[config.mk]
export PLATFORM = sky130hd
export DESIGN_NAME = pe_conv_mac_ctrl_param
export DESIGN_NICKNAME = d
export VERILOG_FILES = /design/src/rtl/pe_conv_mac_ctrl_param.sv
export SDC_FILE = /design/constraint.sdc
export NUM_CORES = 1
export LEC_CHECK = 0
export BUFFER_PORTS_ARGS = -buffer_cell sky130_fd_sc_hd__buf_2
export CAP_MARGIN = 20
export CORE_ASPECT_RATIO = 0.8
export CORE_UTILIZATION = 47
export DETAILED_ROUTE_END_ITERATION = 12
export PLACE_DENSITY = 0.73
export SYNTH_ARGS = -nofsm -noshare
export SYNTH_HDL_FRONTEND = slang
export SYNTH_SLANG_ARGS = --single-unit
export TNS_END_PERCENT = 30
[constraint.sdc]
create_clock -name clk -period 1.4 [get_ports clk]
set_input_delay 0.07 -clock clk [delete_from_list [all_inputs] [get_ports clk]]
set_output_delay 0.07 -clock clk [all_outputs]
set_load 0.02 [all_outputs]
[src/rtl/pe_conv_mac_ctrl_param.sv]
// Convolution PE sequencer: walks G output-channel groups of K*K pixels and fires delayed per-group stage enables.
// Optional sticky busy-drop flag err_drop is built when PE_CTRL_BUSY_ERR_EN is defined.
module pe_conv_mac_ctrl_param #(
    parameter int pOUT_CHANNEL     = 64,
    parameter int pOUTPUT_PARALLEL = 16,
    parameter int pKERNEL_SIZE     = 3,
    parameter int pKERNEL_NUM      = 36,
    parameter int pBIAS_NUM        = 4,
    parameter int pBIAS_DLY        = 3,
    parameter int pADDER_DLY       = 4,
    parameter int pACT_DLY         = 4,
    parameter int pDEQUANT_DLY     = 5,
    parameter int pQUANT_DLY       = 8,
    parameter int pBUFFER_DLY      = 9,
    localparam int G     = pOUT_CHANNEL / pOUTPUT_PARALLEL,
    localparam int P     = pKERNEL_SIZE * pKERNEL_SIZE,
    localparam int PIX_W = (P > 1) ? $clog2(P) : 1,
    localparam int KA_W  = (pKERNEL_NUM > 1) ? $clog2(pKERNEL_NUM) : 1,
    localparam int BA_W  = (pBIAS_NUM > 1) ? $clog2(pBIAS_NUM) : 1,
    localparam int GI_W  = (G > 1) ? $clog2(G) : 1
) (
    input  logic             clk,
    input  logic             rst,
    input  logic             en,
    input  logic             buffer_valid,
    output logic [PIX_W-1:0] pixel,
    output logic [KA_W-1:0]  kernel_addr,
    output logic [BA_W-1:0]  bias_addr,
    output logic [GI_W-1:0]  buffer_idx,
    output logic             pe_ready,
    output logic             valid,
    output logic             pe_clr,
    output logic             datapath_buffer_en,
    output logic             bias_en,
    output logic             adder_en,
    output logic             act_en,
    output logic             dequant_en,
    output logic             quant_en,
    output logic             buffer_en,
    output logic             done
`ifdef PE_CTRL_BUSY_ERR_EN
    ,
    output logic             err_drop
`endif
);

    localparam int M1    = (pBIAS_DLY > pADDER_DLY) ? pBIAS_DLY : pADDER_DLY;
    localparam int M2    = (pACT_DLY > pDEQUANT_DLY) ? pACT_DLY : pDEQUANT_DLY;
    localparam int M3    = (pQUANT_DLY > pBUFFER_DLY) ? pQUANT_DLY : pBUFFER_DLY;
    localparam int M12   = (M1 > M2) ? M1 : M2;
    localparam int DEPTH = (M12 > M3) ? M12 : M3;

    typedef enum logic [1:0] {S_IDLE, S_MAC, S_DRAIN} state_t;

    state_t           state_q, state_d;
    logic [PIX_W-1:0] pixel_q, pixel_d;
    logic [GI_W-1:0]  group_q, group_d;
    logic [KA_W-1:0]  kaddr_q, kaddr_d;
    logic [BA_W-1:0]  baddr_q, baddr_d;
    logic [GI_W-1:0]  bidx_q, bidx_d;
    logic [DEPTH-1:0] sr_q, sr_d;
    logic             done_q, done_d;
    logic             mac, last_pix, last_grp, launch;
`ifdef PE_CTRL_BUSY_ERR_EN
    logic             err_q, err_d;
`endif

    always_comb begin
        state_d  = state_q;
        pixel_d  = pixel_q;
        group_d  = group_q;
        kaddr_d  = kaddr_q;
        baddr_d  = baddr_q;
        bidx_d   = bidx_q;
        sr_d     = sr_q;
        done_d   = done_q;
        mac      = (state_q == S_MAC);
        last_pix = (pixel_q == PIX_W'(P - 1));
        last_grp = (group_q == GI_W'(G - 1));
        launch   = mac & last_pix;

        pe_ready           = (state_q == S_IDLE);
        valid              = buffer_valid & pe_ready & en;
        pe_clr             = en & mac & (pixel_q == '0);
        datapath_buffer_en = en & mac;
        bias_en            = en & sr_q[pBIAS_DLY-1];
        adder_en           = en & sr_q[pADDER_DLY-1];
        act_en             = en & sr_q[pACT_DLY-1];
        dequant_en         = en & sr_q[pDEQUANT_DLY-1];
        quant_en           = en & sr_q[pQUANT_DLY-1];
        buffer_en          = en & sr_q[pBUFFER_DLY-1];
        done               = en & done_q;

        if (en) begin
            // Tokens keep shifting in every state so late stages of the last group still fire.
            sr_d = (sr_q << 1) | DEPTH'(launch);
            unique case (state_q)
                S_IDLE: begin
                    if (buffer_valid) begin
                        state_d = S_MAC;
                        pixel_d = '0;
                        group_d = '0;
                        kaddr_d = '0;
                        baddr_d = '0;
                        bidx_d  = '0;
                    end
                end
                S_MAC: begin
                    kaddr_d = (kaddr_q == KA_W'(pKERNEL_NUM - 1)) ? '0 : kaddr_q + KA_W'(1);
                    if (last_pix) begin
                        pixel_d = '0;
                        baddr_d = (baddr_q == BA_W'(pBIAS_NUM - 1)) ? '0 : baddr_q + BA_W'(1);
                        if (last_grp) begin
                            group_d = '0;
                            state_d = S_DRAIN;
                        end else begin
                            group_d = group_q + GI_W'(1);
                        end
                    end else begin
                        pixel_d = pixel_q + PIX_W'(1);
                    end
                end
                S_DRAIN: begin
                    if (done_q) begin
                        state_d = S_IDLE;
                        done_d  = 1'b0;
                    end
                end
                default: state_d = S_IDLE;
            endcase
            // The G-th buffer write of a frame arms done for the following cycle.
            if (sr_q[pBUFFER_DLY-1]) begin
                bidx_d = (bidx_q == GI_W'(G - 1)) ? '0 : bidx_q + GI_W'(1);
                if (state_q == S_DRAIN && bidx_q == GI_W'(G - 1)) done_d = 1'b1;
            end
        end
    end

`ifdef PE_CTRL_BUSY_ERR_EN
    always_comb err_d = err_q | (buffer_valid & ~pe_ready & en);
    assign err_drop = err_q;
`endif

    always_ff @(posedge clk) begin
        if (rst) begin
            state_q <= S_IDLE;
            pixel_q <= '0;
            group_q <= '0;
            kaddr_q <= '0;
            baddr_q <= '0;
            bidx_q  <= '0;
            sr_q    <= '0;
            done_q  <= 1'b0;
`ifdef PE_CTRL_BUSY_ERR_EN
            err_q   <= 1'b0;
`endif
        end else begin
            state_q <= state_d;
            pixel_q <= pixel_d;
            group_q <= group_d;
            kaddr_q <= kaddr_d;
            baddr_q <= baddr_d;
            bidx_q  <= bidx_d;
            sr_q    <= sr_d;
            done_q  <= done_d;
`ifdef PE_CTRL_BUSY_ERR_EN
            err_q   <= err_d;
`endif
        end
    end

    assign pixel       = pixel_q;
    assign kernel_addr = kaddr_q;
    assign bias_addr   = baddr_q;
    assign buffer_idx  = bidx_q;

endmodule

# After elaboration in Yosys (flattened, before gate mapping)
# Index checks and enable logic that the tools add are counted.
# word_totals
reg_bits	28
inputBits	4
output_inout_bits	25
word_cells	70
# classes
n_addsub	5
n_eq_ne	11
muxes	24
bitwise	12
reduce_logical	10
# ops
cell	count
$mux W2	12
$mux W6	2
$pmux W6 S2	1
$and A1 B1 Y1	11
$or A9 B1 Y9	1
$eq A2 B2 Y1 const B	4
$mux W4	2
$pmux W2 S2	2
$pmux W4 S2	1
$add A2 B1 Y2 const B	3
$add A6 B1 Y6 const B	1
$eq A6 B6 Y1 const B	1
$pmux W2 S3	1
$reduce_and A3 Y1	2
$reduce_bool A2 Y1	3
$reduce_and A5 Y1	1
$add A4 B1 Y4 const B	1
$eq A4 B4 Y1 const B	1
$logic_not A4 Y1	1
$ne A2 B1 Y1 const B	2
$ne A2 B2 Y1 const B	2
$reduce_and A4 Y1	1
$mux W1	3
$eq A2 B1 Y1 const B	1
other kinds (2)	2

# Logic depth before layout (Yosys ltp)
# depth
word_depth	4
ltp_mapped	6
ltp_nobuf	6

# Worst setup path before layout
# Ideal clock, no wire load.
# synth_path
path_kind	register to register
start	reg pixel_q[0] (netlist: pixel[0])
end	reg pixel_q[2] (netlist: pixel[2])
setup_time_ps	64
arrival_time_ps	1421
t_required_ps	1336
path_slack_ps	-85
stages_incl_launch_ff	7
path_buffers	0
synth_period_minus_slack_ps	1485
cell_sequence	dfxtp_1 inv_1 ha_1 and3b_1 o221ai_2 nand2b_1 nor2_1
# synth_between
elab_chain_len	3
elab_cells_between_ends	4
cone_classes	1 x add/sub; 1 x eq/ne; 2 x mux
# synth_rtl
element	line_no	rtl
start: declaration	56	logic [PIX_W-1:0] pixel_q, pixel_d;
start signal: assignment	159	pixel_q <= pixel_d;
$add A4 B1 Y4 / $eq A4 B4 Y1 (equally long branches)	120, 78	
$mux W4 (*)	110	if (last_pix) begin
$pmux W4 S2 (*)	97	unique case (state_q)
# Mark *: on every way between the ends. The rest lies on a longest branch, timed or not.
# A chain may end at the register's enable or synchronous reset.

# Final worst setup path
# layout_path
start	reg state_q[1]
end	out pe_clr
# layout_between
elab_chain_len	3
# layout_rtl
element	line_no	rtl
start: declaration	55	state_t state_q, state_d;
start signal: assignment	158	state_q <= state_d;
$eq A2 B1 Y1	77	mac = (state_q == S_MAC);
$and A1 B1 Y1 (2 in a row)	84	pe_clr = en & mac & (pixel_q == '0);
end: declaration	32	output logic pe_clr,
# No other way between the ends.

==> impl_metrics.env <==
export IMPL_status="complete, but fails checks"
export IMPL_violations="negative setup slack"
export IMPL_grt_max_degree=17
export IMPL_hold_depth=2
export IMPL_syn2layout_area_growth_pct=36.2
export IMPL_syn_nets=159
export IMPL_ioPinCount=29
export IMPL_p_per_area_nw_per_um2=867
export IMPL_ys_warn_count=0
export IMPL_yosysTopAreaCellShare_pct=42.6
export IMPL_clockBufferDepth=2
export IMPL_min_from="rst"
export IMPL_crit_chain="nand3b_1, nor4b_2, buf_4"
export IMPL_grt_pass1_wl_mm=5.02
export IMPL_clock_latency_ps=340
export IMPL_rows=16
export IMPL_root_buffer="clkbuf_4"
export IMPL_worstMarginPinSlew_ps=420
export IMPL_die_area_um2=3010
export IMPL_clk_pin_slew_ps=160
export IMPL_drc_errors=0
export IMPL_maxClockFrequency_ghz=0.682
export IMPL_synth_area_top_cells="dfxtp_1 43%, nor2_1 7.4%, ha_1 5.7%"
export IMPL_synth_largest_area_cell="dfxtp_1"
export IMPL_p_leak_uw=0.000791
export IMPL_wl_per_cell_um=14.4
export IMPL_final_layout_size_suffix_gt1_share_pct=42.9
export IMPL_ir_drop_mv=0.941
export IMPL_vias=1241
export IMPL_avgSynthCellArea_um2=8.83
export IMPL_rrSetupSlack_ps=-30
export IMPL_fin_nets=207
export IMPL_synth_cell_types=34
export IMPL_fin_area_um2=1790
export IMPL_drt_initial_drc_count=34
export IMPL_cts_tree="yes"
export IMPL_max_cap_viol_count=0
export IMPL_slew_viol_final=0
export IMPL_drt_vias_per_instance=5.35
export IMPL_cp_data_required_time_ps=1330
export IMPL_antenna_found_initial=0
export IMPL_period_share_pct=105
export IMPL_cts_max_level=1
export IMPL_ys_ff_latch=28
export IMPL_hold_viol_final=0
export IMPL_mostFrequentLayoutCells="25 x buf_2, 24 x nor2_1, 23 x buf_4, 22 x dfxtp_1"
export IMPL_synth_yosys_seq_area_share_pct=42.6
export IMPL_finalCriticalPeriod_ps=1470
export IMPL_gr_total_overflow=0
export IMPL_cp_slowest_stage_delay_ps=370
export IMPL_finalSetupViolCount=4
export IMPL_numCtsBuffers=3
export IMPL_hold_buffers=0
export IMPL_critPathMaxFanout=4
export IMPL_grt_usage_pct=21.8
export IMPL_rsz0062_at_grt="yes"
export IMPL_setup_slack_ps=-66.7
export IMPL_pre_cts_ws_ps=-30.4
export IMPL_critPathKind="flop to output port"
export IMPL_ff2ff_path_depth=8
export IMPL_diodes=0
export IMPL_synth_area_um2=1320
export IMPL_timing_rr_start="pixel[0]"
export IMPL_dr_pass1_iters=4
export IMPL_finalClockSkew_ps=15.6
export IMPL_die_w_um=61.1
export IMPL_start_kind="flop"
export IMPL_fill_cells=198
export IMPL_r2r_end="sr_q[0]"
export IMPL_min_to="kernel_addr[1]"
export IMPL_utilization_pct=70.4
export IMPL_die_height_um=49.3
export IMPL_port_buffers=28
export IMPL_end_kind="output port"
export IMPL_place_congestion=0.811
export IMPL_antenna_left=0
export IMPL_grt_pass1_vias=1192
export IMPL_relSlewSlack_pct=71.7
export IMPL_crit_slowest_cell="dfxtp_2"
export IMPL_syn_inst=149
export IMPL_holdWs_ps=25.2
export IMPL_cp_arrival_ps=1400
export IMPL_clock_sinks=28
export IMPL_holdCritPathClass="input port to flop"
export IMPL_coreArea_um2=2540
export IMPL_dp_hpwl_mm=2.08
export IMPL_final_common_cell="buf_2"
export IMPL_wl_mm=3.34
export IMPL_placed_cell_area_um2=1540
export IMPL_start_util_pct=51.7
[cell type report]
class / count / area (µm²) / area share [%]
multi-input cells: 107 / 776 / 43.3
flip-flops and latches: 28 / 571 / 31.9
repair buffers: 50 / 320 / 17.9
well taps: 36 / 45.0 / 2.52
clock inverters: 1 / 30.0 / 1.68
clock buffers: 3 / 22.5 / 1.26
inverters: 7 / 26.3 / 1.47
[state kept, by name, summed over array words and instances, names as in the netlist, named ones only]
register	cells
sr_q	9
kernel_addr	6
pixel	4
bias_addr	2
buffer_idx	2
group_q	2
state_q	2
[power breakdown]
group          leakage [µW]  switching, µW  internal [µW]  total (µW)
clock network     0.0000279            245            290         536
logic              0.000534            115           89.0         204
registers          0.000229           6.11            806         812
[how the worst max path moves through the flow]
stage	startpoint	end	slack (ps)	cells past startpoint
after floorplan	state_q[0]	pe_clr	-40	3
after global placement	pixel[1]	pixel[0]	60	6
after global routing	state_q[1]	pe_clr	-140	3
after detailed placement	pixel[0]	bias_addr[0]	-30	6
final	state_q[1]	pe_clr	-70	3
after CTS	pixel[0]	bias_addr[0]	-20	6
[synthesized netlist by cell type]
master / instances
inv_1: 7
nand3_1: 4
and2b_4: 1
ha_1: 6
nor2b_1: 1
mux2i_1: 4
dfxtp_1: 28
nor4b_1: 2
nand3b_1: 3
nand2b_4: 1
o221ai_2: 1
xor2_1: 3
nand4b_1: 2
and2_1: 5
and4b_1: 1
nor4_1: 2
o21bai_2: 1
nor3_1: 3
a21oi_1: 12
xnor2_1: 5
a22oi_1: 4
nand3_2: 1
nand2b_1: 2
and3b_1: 1
nand2_1: 10
buf_6: 2
buf_4: 2
clkbuf_1: 2
o21ai_1: 1
o21ai_0: 2
nor2_1: 26
or3_1: 2
a31oi_1: 1
buf_2: 1
[critical path, delay by kind of cell, from the launching register on]
kind	cells	cell delay, ps
simple gates	2	500
flops	1	370
buf+inv	1	190
[stage by stage]
stage | std cells | setup TNS (ps) | total power [µW]
3_3_place_gp | 217 | 0 | 978
2_1_floorplan | 149 | -44.4 | 924
3_5_place_dp | 217 | -36.9 | 980
4_1_cts | 230 | -36.5 | 1540
5_1_grt | 232 | -491 | 1600
6_report | 232 | -126 | 1550
[repair_timing]
item,in CTS,in global routing
hold endpoints to repair,0,0
pin swaps,6,9
resized for setup,15,18
endpoints found under the setup margin,9,14
setup buffers,9,2
[cell families after synthesis]
kind of cell | Yosys count | synth area share (%)
fa+ha+maj | 6 | 5.71
compound gates | 22 | 10.5
mux | 4 | 3.04
buf+inv | 14 | 5.80
xor+xnor | 8 | 5.33
flops | 28 | 42.6
simple gates | 67 | 27.0
[layer usage]
metal / part of all wire, % / GRT usage (%) / vias up / routed length, µm
li1: - / - / 599 / -
met1: 44 / 26.2 / 607 / 1460
met2: 51 / 38.8 / 28 / 1720
met3: 3.4 / 5.04 / 7 / 115
met4: 1.5 / 4.17 / 0 / 50
met5: 0 / 0 / - / 0
Note: power is estimated with default switching activity, not from simulation.
